## config.mk

```make
export PLATFORM = sky130hd
export DESIGN_NAME = pipe_stage_skid_flat
export DESIGN_NICKNAME = d
export VERILOG_FILES = /design/src/rtl/pipe_stage_skid_if.sv /design/src/rtl/pipe_stage_skid.sv /design/src/flat_wrapper.sv
export SDC_FILE = /design/constraint.sdc
export NUM_CORES = 1
export LEC_CHECK = 0
export CORE_MARGIN = 5
export CORE_UTILIZATION = 55
export CTS_CLUSTER_SIZE = 14
export DETAILED_ROUTE_END_ITERATION = 8
export PLACE_DENSITY = 0.88
export SETUP_SLACK_MARGIN = 0.5
export SYNTH_ARGS = -nofsm -noshare
export SYNTH_HDL_FRONTEND = slang
export SYNTH_SLANG_ARGS = --single-unit
export TNS_END_PERCENT = 10
```

## constraint.sdc

```tcl
create_clock -name clk -period 6.24 [get_ports clk]
set_input_delay 1.248 -clock clk [delete_from_list [all_inputs] [get_ports clk]]
set_output_delay 1.248 -clock clk [all_outputs]
set_load 0.05 [all_outputs]
```

## src/rtl/pipe_stage_skid_if.sv

```systemverilog
// Valid/ready handshake bundle for the skid pipeline stage.
// master = upstream/downstream driver, slave = the stage itself.
interface pipe_stage_skid_if #(
    parameter int DATA_W = 128,
    parameter int CTRL_W = 8
) ();
    logic              in_valid;
    logic              in_ready;
    logic [DATA_W-1:0] in_data;
    logic [CTRL_W-1:0] in_ctrl;
    logic              out_valid;
    logic              out_ready;
    logic [DATA_W-1:0] out_data;
    logic [CTRL_W-1:0] out_ctrl;

    modport master (
        output in_valid, in_data, in_ctrl, out_ready,
        input  in_ready, out_valid, out_data, out_ctrl
    );

    modport slave (
        input  in_valid, in_data, in_ctrl, out_ready,
        output in_ready, out_valid, out_data, out_ctrl
    );
endinterface

```

## src/rtl/pipe_stage_skid.sv

```systemverilog
// Two-entry skid pipeline stage with registered in_ready,
// flush with saturating kill counter.
module pipe_stage_skid #(
    parameter int DATA_W = 128,
    parameter int CTRL_W = 8,
    parameter int CNT_W  = 16
) (
    input  logic             clk,
    input  logic             reset,
    input  logic             flush,
    pipe_stage_skid_if.slave bus,
    output logic [1:0]       occupancy,
    output logic [CNT_W-1:0] kill_cnt
);
    typedef enum logic [1:0] {
        S_EMPTY = 2'd0,
        S_ONE   = 2'd1,
        S_FULL  = 2'd2
    } state_e;

    state_e            state_q;
    logic [DATA_W-1:0] main_data_q;
    logic [DATA_W-1:0] skid_data_q;
    logic [CTRL_W-1:0] main_ctrl_q;
    logic [CTRL_W-1:0] skid_ctrl_q;
    logic              rdy_q;
    logic [CNT_W-1:0]  kill_q;

    logic              vld;
    logic              accept;
    logic              take;
    logic [CNT_W:0]    kill_sum;
    logic [CNT_W-1:0]  kill_d;

    assign vld    = (state_q != S_EMPTY);
    assign accept = bus.in_valid && rdy_q;
    assign take   = vld && bus.out_ready;

    assign kill_sum = {1'b0, kill_q} + {{(CNT_W-1){1'b0}}, occupancy};
    assign kill_d   = kill_sum[CNT_W] ? '1 : kill_sum[CNT_W-1:0];

    assign occupancy     = state_q;
    assign kill_cnt      = kill_q;
    assign bus.in_ready  = rdy_q;
    assign bus.out_valid = vld;
    assign bus.out_data  = main_data_q;
    // A bubble must never carry live control bits downstream
    assign bus.out_ctrl  = vld ? main_ctrl_q : '0;

    always_ff @(posedge clk or negedge reset) begin
        if (!reset) begin
            state_q     <= S_EMPTY;
            main_data_q <= '0;
            main_ctrl_q <= '0;
            skid_data_q <= '0;
            skid_ctrl_q <= '0;
            rdy_q       <= 1'b1;
            kill_q      <= '0;
        end else if (flush) begin
            state_q     <= S_EMPTY;
            main_data_q <= '0;
            main_ctrl_q <= '0;
            skid_data_q <= '0;
            skid_ctrl_q <= '0;
            rdy_q       <= 1'b1;
            kill_q      <= kill_d;
        end else begin
            unique case (state_q)
                S_EMPTY: begin
                    if (accept) begin
                        main_data_q <= bus.in_data;
                        main_ctrl_q <= bus.in_ctrl;
                        state_q     <= S_ONE;
                    end
                end
                S_ONE: begin
                    if (accept && take) begin
                        main_data_q <= bus.in_data;
                        main_ctrl_q <= bus.in_ctrl;
                    end else if (accept) begin
                        skid_data_q <= bus.in_data;
                        skid_ctrl_q <= bus.in_ctrl;
                        state_q     <= S_FULL;
                        rdy_q       <= 1'b0;
                    end else if (take) begin
                        state_q <= S_EMPTY;
                    end
                end
                S_FULL: begin
                    // Input is not sampled here: rdy_q is low
                    if (take) begin
                        main_data_q <= skid_data_q;
                        main_ctrl_q <= skid_ctrl_q;
                        state_q     <= S_ONE;
                        rdy_q       <= 1'b1;
                    end
                end
                default: begin
                    state_q <= S_EMPTY;
                    rdy_q   <= 1'b1;
                end
            endcase
        end
    end
endmodule

```

## src/flat_wrapper.sv

```systemverilog
// flat-port wrapper written by rule: the top's interface ports become plain ports
module pipe_stage_skid_flat 
#(
    parameter int DATA_W = 128,
    parameter int CTRL_W = 8,
    parameter int CNT_W  = 16
)
  (clk, reset, flush, occupancy, kill_cnt, bus_in_valid, bus_in_data, bus_in_ctrl, bus_out_ready, bus_in_ready, bus_out_valid, bus_out_data, bus_out_ctrl);
  pipe_stage_skid_if #(.DATA_W(DATA_W), .CTRL_W(CTRL_W)) bus_i ();
  input  logic clk;
  input  logic reset;
  input  logic flush;
  output logic [1:0] occupancy;
  output logic [CNT_W-1:0] kill_cnt;
  input wire logic [$bits(bus_i.in_valid)-1:0] bus_in_valid;
  input wire logic [$bits(bus_i.in_data)-1:0] bus_in_data;
  input wire logic [$bits(bus_i.in_ctrl)-1:0] bus_in_ctrl;
  input wire logic [$bits(bus_i.out_ready)-1:0] bus_out_ready;
  output wire logic [$bits(bus_i.in_ready)-1:0] bus_in_ready;
  output wire logic [$bits(bus_i.out_valid)-1:0] bus_out_valid;
  output wire logic [$bits(bus_i.out_data)-1:0] bus_out_data;
  output wire logic [$bits(bus_i.out_ctrl)-1:0] bus_out_ctrl;
  assign bus_i.in_valid = bus_in_valid;
  assign bus_i.in_data = bus_in_data;
  assign bus_i.in_ctrl = bus_in_ctrl;
  assign bus_i.out_ready = bus_out_ready;
  assign bus_in_ready = bus_i.in_ready;
  assign bus_out_valid = bus_i.out_valid;
  assign bus_out_data = bus_i.out_data;
  assign bus_out_ctrl = bus_i.out_ctrl;
  pipe_stage_skid #(.DATA_W(DATA_W), .CTRL_W(CTRL_W), .CNT_W(CNT_W)) u_core (.clk(clk), .reset(reset), .flush(flush), .bus(bus_i), .occupancy(occupancy), .kill_cnt(kill_cnt));
endmodule
```

==> results.md, run 1 <==
- Final net count: 1,687
- Starting Density: 55.41%
- Headroom to the max-slew limit: 17.23%
- Switch Pwr: 1.536 mW
- First-pass GRT wire length: 57.11 mm
- Synth top area share: 54.33%
- Synth Cell Area: 0.01336 mm^2
- Logic pwr share: 22.0%
- CTS tree: yes
- Clk_skew: 0.01852 ns
- Tot GR Track Use: 24.71%
- GPL Wtd Cong: 0.8220
- Share of layout cells above drive strength 1: 7.157%
- Primary FF master, synth: dfrtp_1
- Postcts setup bufs: 0
- Peak supply drop: 0.0002597 V
- Yosys warnings: 0
- Final count of hold timing violations: 0
- Tcrit/Tclk final: 65.37%
- Cells after synthesis: 1,314
- Register area: 0.007283 mm^2
- Tot Pwr: 4.956 mW
- Crit Path Class: flip-flop to output pin
- Later-pin clock latency in the skew report: 0.55 ns
- Setup TNS: 0 ns
- Seq cells post-synth: 291
- DR WL/cell: 18.55 um
- Utilization after layout: 71.43%
- Vias per cell: 5.700
- Hold Crit Class: flip-flop to flip-flop
- Clock transition at path regs: 0.06 ns
- Final WL: 35.11 mm
- Clock network power share: 35.4%
- Height of the die: 165.8 um
- Rows: 57
- Chip width: 165.8 um
- Post-DRT Antenna Nets: 0
- Mapped Nets: 1,458
- Cell chain of the critical path: nor2_1 -> inv_1 -> clkdlybuf4s50_1
- DP Cell Count: 1,835
- Static Leakage: 6.892 nW
- Synth cell types: 39
- Final Max Slew Viols: 0
- Via count: 10.79k
- Leading area contributor after synthesis: dfrtp_1
- GRT overflow: 0
- Max cap viols: 0
- Clock sink count: 291
- CP arrival: 2.83 ns
- DRC: 0
- Core footprint: 0.02411 mm^2
- DP HPWL: 21.89 mm
- Worst path required time: 4.99 ns
- Initial antenna violation count: 5
- CTS buffer count: 30
- Status: complete, no violations
- Worst path max stage delay: 0.84 ns
- I/O pins: 297
- Post-CTS Resized: 0
- Crit path capture type: output pin
- Worst setup SP type: flip-flop
- Pwr dens: 287.9 mW/mm^2
- Buf/Inv on CP: 2
- Port Buffers: 296
- Hold_buf cts: 0
- Slowest CP cell: nor2_1
- Min cycle time layout: 4.079 ns
- Avg Inst Size Synth: 10.16 um^2
- Drt first-iter violations: 945
- Register area share after synthesis: 54.53%
- Pre-Repair DR Iteration Count: 7
- Max Clock Freq: 245.2 MHz
- Vias in the first global route: 10.90k
- Int Power: 3.421 mW
- Layout fillers: 1,723
- Sequential share of power: 42.7%
- H-Tree Depth: 1
- Synth top area cells: dfrtp_1 (54%), nand2_1 (12%), mux2i_1 (10%), a21oi_1 (5.4%), o31ai_1 (5.1%)
- Largest net degree at the start of global routing: 155
- Maximum net fanout on the critical path: 9
- Setup-failing EPs final: 0
- Switching share of power: 30.99%
- Clock tree buffer depth: 3
- Async SR Flop Fraction: 100.0%
- RSZ-0062 raised after global routing: no
- Root buffer cell: clkbuf_16
- Top cell family by delay on the critical path: buffers and inverters
- Die area: 0.02750 mm^2
- Worst-Margin Slew: 1.242 ns
- Area growth, synth to finish: 28.91%
- Final Non-Filler Cells: 1,893
- Multi-input logic area: 0.005435 mm^2
- Number of flops mapped to enable cells by yosys: 0
[tightest hold or removal path, stage by stage (launching register included)]
cell and delay, ns:
dfrtp_1 0.33, nand2_1 0.05, o31ai_1 0.05
[final timing paths]
kind / startpoint / to / slack (ns) / cells after the start
min: u_core.main_ctrl_q[6]$_DFFE_PN0P_ / u_core.main_ctrl_q[6]$_DFFE_PN0P_ / 0.47 / 2
max: u_core.occupancy[0]$_DFFE_PN0P_ / bus_out_valid / 2.16 / 3
min reg2reg: u_core.main_ctrl_q[6]$_DFFE_PN0P_ / u_core.main_ctrl_q[6]$_DFFE_PN0P_ / 0.47 / 2
max reg2reg: u_core.occupancy[0]$_DFFE_PN0P_ / u_core.bus.out_data[68]$_DFFE_PN0P_ / 3.42 / 5
max in group asynchronous: reset / u_core.skid_data_q[61]$_DFFE_PN0P_ / 4.17 / 2
min in group asynchronous: reset / u_core.bus.out_data[98]$_DFFE_PN0P_ / 0.66 / 1
[flip-flops by register name (all words and copies together), names as in the netlist]
signal / cells
u_core.main_ctrl_q: 8
u_core.skid_ctrl_q: 8
u_core.kill_cnt: 16
u_core.bus.in_ready: 1
u_core.skid_data_q: 128
u_core.bus.out_data: 128
u_core.occupancy: 2
[layer usage]
layer  GRT usage (%)  share of wire, %
met1           32.36                41
met2           40.13                49
met4           10.11               4.3
met5               0             0.060
met3           5.642               6.5
[through the flow]
step | setup WS [ns] | hold slack (ns) | area (um^2)
floorplan | 3.272 | 0.4407 | 13360
global placement | 2.293 | 0.4521 | 16230
detailed placement | 2.285 | 0.4591 | 16230
CTS | 2.073 | 0.4723 | 17210
global route | 1.996 | 0.4940 | 17220
finish | 2.161 | 0.4681 | 17220
[synthesized netlist by cell type (8+ instances only)]
master	number
nand2_1	425
nor2b_1	9
a21oi_1	145
clkbuf_1	39
o31ai_2	46
mux2i_1	138
buf_2	29
buf_4	12
o31ai_1	90
buf_1	8
buf_6	20
dfrtp_1	290
[power groups by stage]
stage | registers, mW | clock network [mW] | logic [mW]
final | 2.11 | 1.75 | 1.09
after global routing | 2.13 | 1.87 | 1.15
after CTS | 2.11 | 1.78 | 1.10
after detailed placement | 2.14 | 0 | 1.09
after global placement | 2.14 | 0 | 1.07
after floorplan | 2.47 | 0 | 0.332
[area by class of cell]
cell class	count	share of cell area (%)
Multi-Input combinational cell	908	31.57
Tap cell	324	2.354
Timing Repair Buffer	306	17.92
Clock buffer	47	5.254
Antenna cell	4	0.05814
Inverter	6	0.1308
Clock inverter	7	0.4142
Sequential cell	291	42.30
[cells in the final DEF (no fill, tap or decap), types with 2 or more instances in the layout]
master and instances:
inv_1 6, mux2i_1 138, and4_1 3, nand4_1 5, nor4_1 3, o21ai_0 5, o31ai_2 46, clkbuf_8 9
dfrtp_1 290, ha_1 2, clkbuf_16 30, a21oi_1 145, nor2b_1 9, buf_4 7, and3_1 2, nor2_1 5
diode_2 4, mux2_2 3, nand3_1 3, clkbuf_1 8, xnor2_1 4, clkinv_2 5, nand2_1 425, o31ai_1 90
buf_8 2, and4b_1 2, nor3_1 5, buf_12 3, clkdlybuf4s50_1 294
[cells by family (layout without fill, tap and decap cells)]
group	count (synthesis)	after routing	share of synthesized area, %
fa+ha+maj	3	3	0.3372
other cells	0	4	0
simple gates	469	469	13.99
compound gates	290	290	15.25
buf+inv	115	366	4.974
flops	291	291	54.53
mux	141	141	10.59
xor+xnor	5	5	0.3279
No activity file was read; power rests on OpenSTA's default activity.
==> run 2: changes to the inputs <==
- CORE_UTILIZATION: 55 -> 51
- PLACE_DENSITY: 0.88 -> 0.83
- clock period: 6.24 -> 4.2 ns (I/O delays scaled with it)
==> results.md, run 2 (synthesized netlist as in run 1, its figures left out) <==
- Status: complete, no violations
- Worst setup SP type: flip-flop
- First-pass GRT wire length: 55.46 mm (-2.9%)
- Post-CTS Resized: 0 (unchanged)
- Postcts setup bufs: 0 (unchanged)
- Starting Density: 51.55% (-3.9 points)
- Rows: 59 (+3.5%)
- Setup-failing EPs final: 0 (unchanged)
- CTS buffer count: 30 (unchanged)
- CP endpoint: bus_out_ctrl[5]
- I/O pins: 297 (unchanged)
- Chip width: 171.8 um (+3.6%)
- Placed Area: 0.01637 mm^2 (+0.84%)
- Tcrit/Tclk final: 78.96%
- Initial antenna violation count: 3 (-2)
- Static Leakage: 6.970 nW (+1.1%)
- Worst-Margin Slew: 1.042 ns (-0.1993 ns)
- Pre-Repair DR Iteration Count: 7 (unchanged)
- Clk_skew: 0.01935 ns (+0.0008265 ns)
- Commonest non-fill, non-tap cells in the layout: nand2_1 (425), clkdlybuf4s50_1 (294), dfrtp_1 (290)
- R2r setup slk: 1.65 ns (-1.77 ns)
- RSZ-0062 raised after global routing: no
- Worst-case reg-to-reg path depth: 6 (+1)
- Final count of hold timing violations: 0 (unchanged)
- Capturing point of the worst reg2reg path: u_core.kill_cnt[14]$_DFFE_PN0P_
- Height of the die: 171.8 um (+3.6%)
- Crit Path Class: flip-flop to output pin
- Area growth, synth to finish: 30.45%
- Drt first-iter violations: 917 (-3.0%)
- Vias per cell: 5.593 (-1.9%)
- DP HPWL: 22.12 mm (+1.1%)
- DRC: 0 (unchanged)
- Hold_buf cts: 0 (unchanged)
- Utilization after layout: 67.25% (-4.2 points)
- Die area: 0.02953 mm^2 (+7.4%)
- Later-pin clock latency in the skew report: 0.55 ns (about the same)
- Core footprint: 0.02591 mm^2 (+7.5%)
- Final WL: 34.97 mm (-0.40%)
- Min cycle time layout: 3.316 ns
- Final net count: 1,690 (+0.18%)
- Largest net degree at the start of global routing: 203 (+31%)
- Max cap viols: 0 (unchanged)
- Max Clock Freq: 301.5 MHz
- GPL Wtd Cong: 0.8118 (-1.2%)
- Headroom to the max-slew limit: 30.52% (+13 points)
- Tot GR Track Use: 22.99% (-1.7 points)
- Share of layout cells above drive strength 1: 7.407% (+0.25 points)
- Worst path required time: 3.36 ns (-1.63 ns)
- Hold Crit Class: input pin to async pin
- Crit path from: u_core.occupancy[1]$_DFFE_PN0P_
- Root buffer cell: clkbuf_16
- Setup TNS: 0 ns (unchanged)
- CTS tree: yes
- GRT overflow: 0 (unchanged)
- FF-to-FF Start: u_core.occupancy[0]$_DFFE_PN0P_
- Clock tree buffer depth: 3 (unchanged)
- Post-DRT Antenna Nets: 0 (unchanged)
- Clock transition at path regs: 0.06 ns (about the same)
- Maximum net fanout on the critical path: 10 (+1)
- H-Tree Depth: 1 (unchanged)
- Crit path capture type: output pin
- Vias in the first global route: 10.61k (-2.7%)
- Hold_ws: 0.2995 ns (-0.1687 ns)
- Clock sink count: 291 (unchanged)
- Via count: 10.66k (-1.3%)
- Final Max Slew Viols: 0 (unchanged)
- Peak supply drop: 0.0003830 V (+47%)
- Most common cell after layout, fill and taps aside: nand2_1
- CP arrival: 2.48 ns (-0.35 ns)
- Pwr dens: 434.2 mW/mm^2 (+51%)
- Port Buffers: 296 (unchanged)
- Finished Cell Area: 0.01742 mm^2 (+1.2%)
- DR WL/cell: 18.36 um (-1.0%)
run 2: metal layers:
| layer | part of all wire, % | track usage [%] | vias to the layer above |
|---|---|---|---|
| met5 | 0 | 0 | - |
| met4 | 2.5 | 6.494 | 0 |
| met1 | 41 | 31.19 | 5239 |
| met3 | 7.4 | 4.872 | 63 |
| li1 | - | - | 4982 |
| met2 | 49 | 37.80 | 371 |
run 2: how the worst min path moves through the flow:
| stage | endpoint | startpoint | depth (start not counted) |
|---|---|---|---|
| after CTS | u_core.bus.out_data[30]$_DFFE_PN0P_ | reset | 1 |
| after global routing | u_core.bus.out_data[30]$_DFFE_PN0P_ | reset | 1 |
| final | u_core.bus.out_data[30]$_DFFE_PN0P_ | reset | 1 |
| after floorplan | u_core.main_ctrl_q[0]$_DFFE_PN0P_ | u_core.main_ctrl_q[0]$_DFFE_PN0P_ | 2 |
| after global placement | u_core.bus.out_data[100]$_DFFE_PN0P_ | u_core.bus.out_data[100]$_DFFE_PN0P_ | 2 |
| after detailed placement | u_core.bus.out_data[112]$_DFFE_PN0P_ | u_core.bus.out_data[112]$_DFFE_PN0P_ | 2 |
run 2: final cells by class:
cell class	instances	area, um^2
well taps	335	419.2
fillers	1955	8487
flip-flops and latches	291	7283
diodes	4	10.01
multi-input cells	908	5438
clock buffers	45	908.4
clock inverters	7	135.1
inverters	6	22.52
repair buffers	309	3208
run 2: power by group:
part / switching [mW] / internal (mW) / total [mW]
logic: 1.06 / 0.566 / 1.63
registers: 0.147 / 3.00 / 3.14
clock network: 1.07 / 1.72 / 2.79
run 2: through the flow:
| stage | cells | total power [mW] | setup slack (ns) |
|---|---|---|---|
| floorplan | 1314 | 4.167 | 1.640 |
| global placement | 1849 | 4.789 | 1.175 |
| detailed placement | 1849 | 4.824 | 1.056 |
| CTS | 1901 | 7.624 | 0.5104 |
| global route | 1904 | 7.858 | 0.7385 |
| finish | 1905 | 7.565 | 0.8835 |
run 2: critical path, cell delays in order (launching register included):
cell             delay (ns)
dfrtp_1                0.49
nor2_2                 0.56
nor2b_1                0.14
clkdlybuf4s50_1        0.73
